`config.mk`:
```
export PLATFORM = sky130hd
export DESIGN_NAME = rocc_unit
export DESIGN_NICKNAME = d
export VERILOG_FILES = /design/src/rtl/rocc_unit.sv
export SDC_FILE = /design/constraint.sdc
export NUM_CORES = 1
export LEC_CHECK = 0
export BUFFER_PORTS_ARGS = -buffer_cell sky130_fd_sc_hd__buf_2
export CAP_MARGIN = 20
export CORE_AREA = 2 2 182 184
export DETAILED_ROUTE_END_ITERATION = 10
export DIE_AREA = 0 0 184 186
export SYNTH_ARGS = -nofsm -noshare
export SYNTH_HDL_FRONTEND = slang
export SYNTH_SLANG_ARGS = --single-unit
```
`constraint.sdc`:
```
create_clock -name clk_i -period 1.6 [get_ports clk_i]
set_input_delay 0 -clock clk_i [delete_from_list [all_inputs] [get_ports clk_i]]
set_output_delay 0 -clock clk_i [all_outputs]
set_load 0.05 [all_outputs]
```
`src/rtl/rocc_unit.sv`:
```
// RoCC issue unit: forwards one custom instruction at a time to an attached
// accelerator and writes its response back to the scoreboard.
module rocc_unit #(
  parameter int unsigned TRANS_ID_BITS = 3
) (
  input  logic                     clk_i,
  input  logic                     rst_i,
  input  logic                     flush_i,
  input  logic                     rocc_valid_i,
  output logic                     rocc_ready_o,
  input  logic [31:0]              rocc_instr_i,
  input  logic [63:0]              operand_a_i,
  input  logic [63:0]              operand_b_i,
  input  logic [TRANS_ID_BITS-1:0] trans_id_i,
  output logic                     cmd_valid_o,
  input  logic                     cmd_ready_i,
  output logic [31:0]              cmd_instr_o,
  output logic [63:0]              cmd_rs1_o,
  output logic [63:0]              cmd_rs2_o,
  input  logic                     resp_valid_i,
  output logic                     resp_ready_o,
  input  logic [63:0]              resp_data_i,
  input  logic [4:0]               resp_rd_i,
  output logic                     wb_valid_o,
  output logic [63:0]              wb_result_o,
  output logic [TRANS_ID_BITS-1:0] wb_trans_id_o,
  output logic                     busy_o
);

  localparam logic [2:0] IDLE  = 3'd0;
  localparam logic [2:0] CMD   = 3'd1;
  localparam logic [2:0] WAIT  = 3'd2;
  localparam logic [2:0] WB    = 3'd3;
  localparam logic [2:0] DRAIN = 3'd4;

  logic [2:0]               state_q, state_d;
  logic [31:0]              instr_q, instr_d;
  logic [63:0]              rs1_q, rs1_d;
  logic [63:0]              rs2_q, rs2_d;
  logic [TRANS_ID_BITS-1:0] tid_q, tid_d;
  logic                     xd_q, xd_d;
  logic [63:0]              result_q, result_d;

  // Response rd is informational only.
  logic unused_resp_rd;
  assign unused_resp_rd = ^resp_rd_i;

  assign rocc_ready_o  = (state_q == IDLE) && !flush_i;
  assign cmd_valid_o   = (state_q == CMD);
  assign resp_ready_o  = (state_q == WAIT) || (state_q == DRAIN);
  assign wb_valid_o    = (state_q == WB) && !flush_i;
  assign busy_o        = (state_q != IDLE);
  assign cmd_instr_o   = instr_q;
  assign cmd_rs1_o     = rs1_q;
  assign cmd_rs2_o     = rs2_q;
  assign wb_result_o   = result_q;
  assign wb_trans_id_o = tid_q;

  // Next-state and payload capture.
  always_comb begin
    state_d  = state_q;
    instr_d  = instr_q;
    rs1_d    = rs1_q;
    rs2_d    = rs2_q;
    tid_d    = tid_q;
    xd_d     = xd_q;
    result_d = result_q;
    case (state_q)
      IDLE: begin
        if (rocc_valid_i && rocc_ready_o) begin
          instr_d = rocc_instr_i;
          rs1_d   = operand_a_i;
          rs2_d   = operand_b_i;
          tid_d   = trans_id_i;
          xd_d    = rocc_instr_i[14];
          state_d = CMD;
        end
      end
      CMD: begin
        if (cmd_ready_i) begin
          if (flush_i) begin
            state_d = xd_q ? DRAIN : IDLE;
          end else if (xd_q) begin
            state_d = WAIT;
          end else begin
            result_d = 64'd0;
            state_d  = WB;
          end
        end else if (flush_i) begin
          state_d = IDLE;
        end
      end
      WAIT: begin
        // A flushed instruction must still swallow its outstanding response.
        if (flush_i) begin
          state_d = resp_valid_i ? IDLE : DRAIN;
        end else if (resp_valid_i) begin
          result_d = resp_data_i;
          state_d  = WB;
        end
      end
      WB:    state_d = IDLE;
      DRAIN: if (resp_valid_i) state_d = IDLE;
      default: state_d = IDLE;
    endcase
  end

  always_ff @(posedge clk_i) begin
    if (rst_i) begin
      state_q  <= IDLE;
      instr_q  <= 32'd0;
      rs1_q    <= 64'd0;
      rs2_q    <= 64'd0;
      tid_q    <= TRANS_ID_BITS'(0);
      xd_q     <= 1'b0;
      result_q <= 64'd0;
    end else begin
      state_q  <= state_d;
      instr_q  <= instr_d;
      rs1_q    <= rs1_d;
      rs2_q    <= rs2_d;
      tid_q    <= tid_d;
      xd_q     <= xd_d;
      result_q <= result_d;
    end
  end

endmodule

```
# Word-level counts from Yosys, hierarchy flattened

Cells that the tools add are included.

Eq/ne operators: 13
Mux-type cells: 17
Reduce and logical (&&, ||, !) cells: 11

Operators by type and width:

| kind               | number |
|---|---|
| $mux 64            | 5 |
| $pmux 64 s2        | 1 |
| $mux 3             | 9 |
| $pmux 3 s4         | 1 |
| $ne 2x2->1 const B | 5 |
| $eq 3x2->1 const B | 2 |
| $reduce_and 6->1   | 1 |
| $ne 2x1->1 const B | 2 |
| $reduce_and 4->1   | 1 |
| $eq 3x1->1 const B | 1 |
| $eq 3x3->1 const B | 1 |
| $logic_and 1x1->1  | 3 |
| $logic_not 3->1    | 1 |
| $ne 3x2->1 const B | 1 |
| $ne 3x3->1 const B | 1 |
| $reduce_bool 3->1  | 1 |
| $reduce_and 2->1   | 1 |
| $reduce_bool 2->1  | 1 |
| $logic_not 1->1    | 1 |
| $logic_or 1x1->1   | 1 |
| $mux 1             | 1 |

Register bits: 231
Bits of input ports: 238

# Longest topological paths before layout

Word-level depth: 5
Gate-level depth with buffers: 9

# Least setup slack after synthesis

OpenSTA, ideal clock, no wires.

Path type: register to output
From: register state_q[1]
To: output port wb_valid_o
Arrival time: 2169 ps
Required time: 1600 ps
Slack: -569 ps
Stages on the path, launching flop included: 3
Buffers on the path: 1
Cells stage by stage: dfxtp_1 -> buf_2 -> nor4bb_1

Word-level cells in the longest chain between the ends: 2

Ends and longest elaborated chain:

| element                | line | text |
|---|---|---|
| from (decl)            | 36   | `logic [2:0] state_q, state_d;` |
| from (signal assigned) | 118  | `state_q <= state_d;` |
| $eq 3x2->1             | 51   | `assign wb_valid_o = (state_q == WB) && !flush_i;` |
| $logic_and 1x1->1      | 51   |  |
| to (decl)              | 24   | `output logic wb_valid_o,` |

Every way passes these cells.

# Worst setup path in the final report

From: register state_q[1]
To: register rs2_q[3] (netlist: cmd_rs2_o[3])

Word-level cells in the longest chain between the ends: 4

Ends and longest elaborated chain:

| element                      | line   | text |
|---|---|---|
| $logic_not 3->1 *            | 48, 68 |  |
| $logic_and 1x1->1            | 48     | `assign rocc_ready_o = (state_q == IDLE) && !flush_i;` |
| $logic_and 1x1->1            | 70     | `if (rocc_valid_i && rocc_ready_o) begin` |
| $reduce_and 2->1 (no line) * | -      |  |
| to (signal assigned)         | 121    | `rs2_q <= rs2_d;` |
| to (decl)                    | 39     | `logic [63:0] rs2_q, rs2_d;` |

Every way passes the cells marked *; elsewhere a longest branch is shown, timed or not.
A chain may end at the register's enable or synchronous reset.

==> results.json <==
{
  "run_status": "finished with violations",
  "violations": "setup timing",
  "num_vias": 9729,
  "clkSinkCount": 230,
  "cts_made_buffers": 27,
  "final_cell_mix": "buf_2 (458), nand2_1 (393), dlygate4sd3_1 (232)",
  "wl_um": 32200,
  "arrival_ns": 2.03,
  "firstDrtPassIters": 4,
  "power_density_nw_per_um2": 1030,
  "fin_setup_tns_ns": -1.84,
  "utilization_pct": 46.1,
  "min_path_type": "input port to flip-flop",
  "rows": 66,
  "port_buffers": 464,
  "final_cells": 2157,
  "final_common_cell": "buf_2",
  "ir_drop_uv": 645,
  "ant_nets": 0,
  "cts_tree": "yes",
  "syn2layout_area_growth_pct": 76.5,
  "synth_flop_cell": "dfxtp_1",
  "synth_top_area_cell": "dfxtp_1",
  "cp-start-kind": "flip-flop",
  "grt_most_used_layer": "met2",
  "antenna_found_initial": 1,
  "gp_congestion": 0.810,
  "clockRootBuffer": "clkbuf_16",
  "syn_area_um2": 8410,
  "gr-total-overflow": 0,
  "maxSlewViolCount": 0,
  "multiInputGateArea_um2": 3390,
  "synth_cell_types": 33,
  "num_io_pins": 470,
  "slew_headroom_pct": 51.4,
  "die_w_um": 184,
  "end_kind": "flip-flop",
  "maxCapViolCount": 0,
  "rsz0062_at_grt": "true",
  "place_area_um2": 11400,
  "min_period_over_period_pct": 104,
  "cts_buffer_depth": 3,
  "avgSynthCellArea_um2": 8.16,
  "grt_use_met2_pct": 30.8,
  "dieArea_um2": 34200,
  "fin_skew_ns": 0.00956,
  "fmax_ghz": 0.603,
  "grt_first_pass_wirelength_um": 47600,
  "grt_use_met1_pct": 18.4,
  "place_ws_ns": -0.112,
  "synth_edf_count": 0,
  "cts.htree.levels": 1,
  "worst_slack_ns": -0.0581,
  "regArea_um2": 4620,
  "dp.cells": 1867,
  "insertion_delay_ns": 0.53,
  "synth_fp_nets": 1269,
  "via_per_inst": 4.51,
  "die_h_um": 186,
  "finalCriticalPeriod_ns": 1.66,
  "p_leak_nw": 6.63,
  "ys_ff_latch": 230,
  "design_area_um2": 14800,
  "setup_viol": 117,
  "routedWlPerCell_um": 14.9,
  "fin_nets": 1967,
  "path_clk_slew_ns": 0.06,
  "synthCells": 1031,
  "grt_pass1_vias": 9553,
  "grt_use_met3_pct": 4.93,
  "yosys-top-cells-area": "dfxtp_1 (55%), nand2_1 (18%), a21oi_1 (9.9%)",
  "worst-setup-path-type": "flip-flop to flip-flop",
  "dp_hpwl_um": 19800,
  "drc": 0,
  "start_util_pct": 26.1,
  "drive_gt1_share_pct": 33.6,
  "fillCellCount": 2943,
  "worstPathRequired_ns": 1.97,
  "yosysWarningCount": 0,
  "path_max_fanout": 26,
  "ys_seq_area_share_pct": 54.8,
  "grtUsageTotal_pct": 17.1,
  "async_reset_ff_share_pct": 0,
  "core_um2": 32200,
  "initialDrtViolationCount": 321,
  "finalHoldViolCount": 0,
  "worst-slew-pin-transition_ns": 0.729,
  "grt_max_degree": 146,
  "synth_top_area_share_pct": 54.8
}
final cells by class:
class | instances | area share, %
Timing Repair Buffer | 755 | 36.5
Sequential cell | 230 | 31.1
Multi-Input combinational cell | 714 | 22.8
Clock buffer | 34 | 5.00
Tap cell | 408 | 3.44
Clock inverter | 14 | 1.07
Inverter | 1 | 0.0422
Antenna cell | 1 | 0.0169
cell usage after synthesis, types with 2 or more instances:
cell / n
a21oi_1: 166
buf_2: 37
buf_4: 3
buf_6: 12
clkbuf_1: 28
clkbuf_2: 5
dfxtp_1: 230
nand2_1: 394
nand3b_1: 64
nand4b_1: 2
nor2_1: 4
nor2b_1: 2
nor3b_1: 2
o21ai_0: 36
o21ai_1: 28
logic make-up (layout without fill, tap and decap cells):
logic type             count (synthesis)  in the layout  share of synthesized area [%]
AO/OA/AOI/OAI                        233            233                           14.1
other                                  0              1                              0
buffers and inverters                 87            804                           5.71
flip-flops                           230            230                           54.8
XOR/XNOR                               1              1                          0.104
AND/OR/NAND/NOR                      480            480                           25.4
repair_timing:
action | CTS | global route
pin swaps | 3 | 5
endpoints found under the setup margin | 119 | 232
gates cloned | 0 | 3
hold buffers | 232 | 0
endpoints found under the hold margin | 230 | 0
setup buffers | 4 | 3
resized for setup | 24 | 8
power breakdown:
group          switching [mW]  internal (mW)  total [mW]  leakage, nW
clock network            2.47           3.76        6.23        0.448
logic                    1.75           1.17        2.92         4.31
registers               0.120           5.96        6.08         1.87
total                    4.34           10.9        15.2         6.63
registers in the layout, summed over array words and instances (netlist names):
name           flops
cmd_rs2_o         64
wb_result_o       64
state_q            3
cmd_instr_o       32
wb_trans_id_o      3
cmd_rs1_o         64
per-stage QoR:
stage | total power [mW] | hold WS, ns
6_report | 15.2 | 0.253
5_1_grt | 15.8 | 0.243
4_1_cts | 15.3 | 0.206
3_5_place_dp | 8.52 | 0.240
3_3_place_gp | 8.50 | 0.238
2_1_floorplan | 7.72 | 0.133
final timing paths:
kind / slack [ns] / end / startpoint / depth (start not counted)
min reg2reg: 0.45 / cmd_rs1_o[14] / cmd_rs1_o[14] / 2
max: -0.06 / cmd_rs2_o[3] / state_q[1] / 7
min: 0.25 / wb_result_o[60] / resp_data_i[60] / 4
max reg2reg: -0.06 / cmd_rs2_o[3] / state_q[1] / 7
per-layer routing:
layer | routed length (um) | vias up
li1 | - | 4776
met1 | 12400 | 4416
met2 | 15800 | 434
met3 | 2660 | 103
met4 | 1310 | 0
met5 | 0 | -
critical path, stage by stage, from the launching register on:
cell     delay, ns
dfxtp_4       0.35
buf_6         0.12
nor3_4        0.20
inv_4         0.07
or2_4         0.34
buf_16        0.21
nand2_1       0.11
a21oi_1       0.09
No activity file was read; power rests on OpenSTA's default activity.
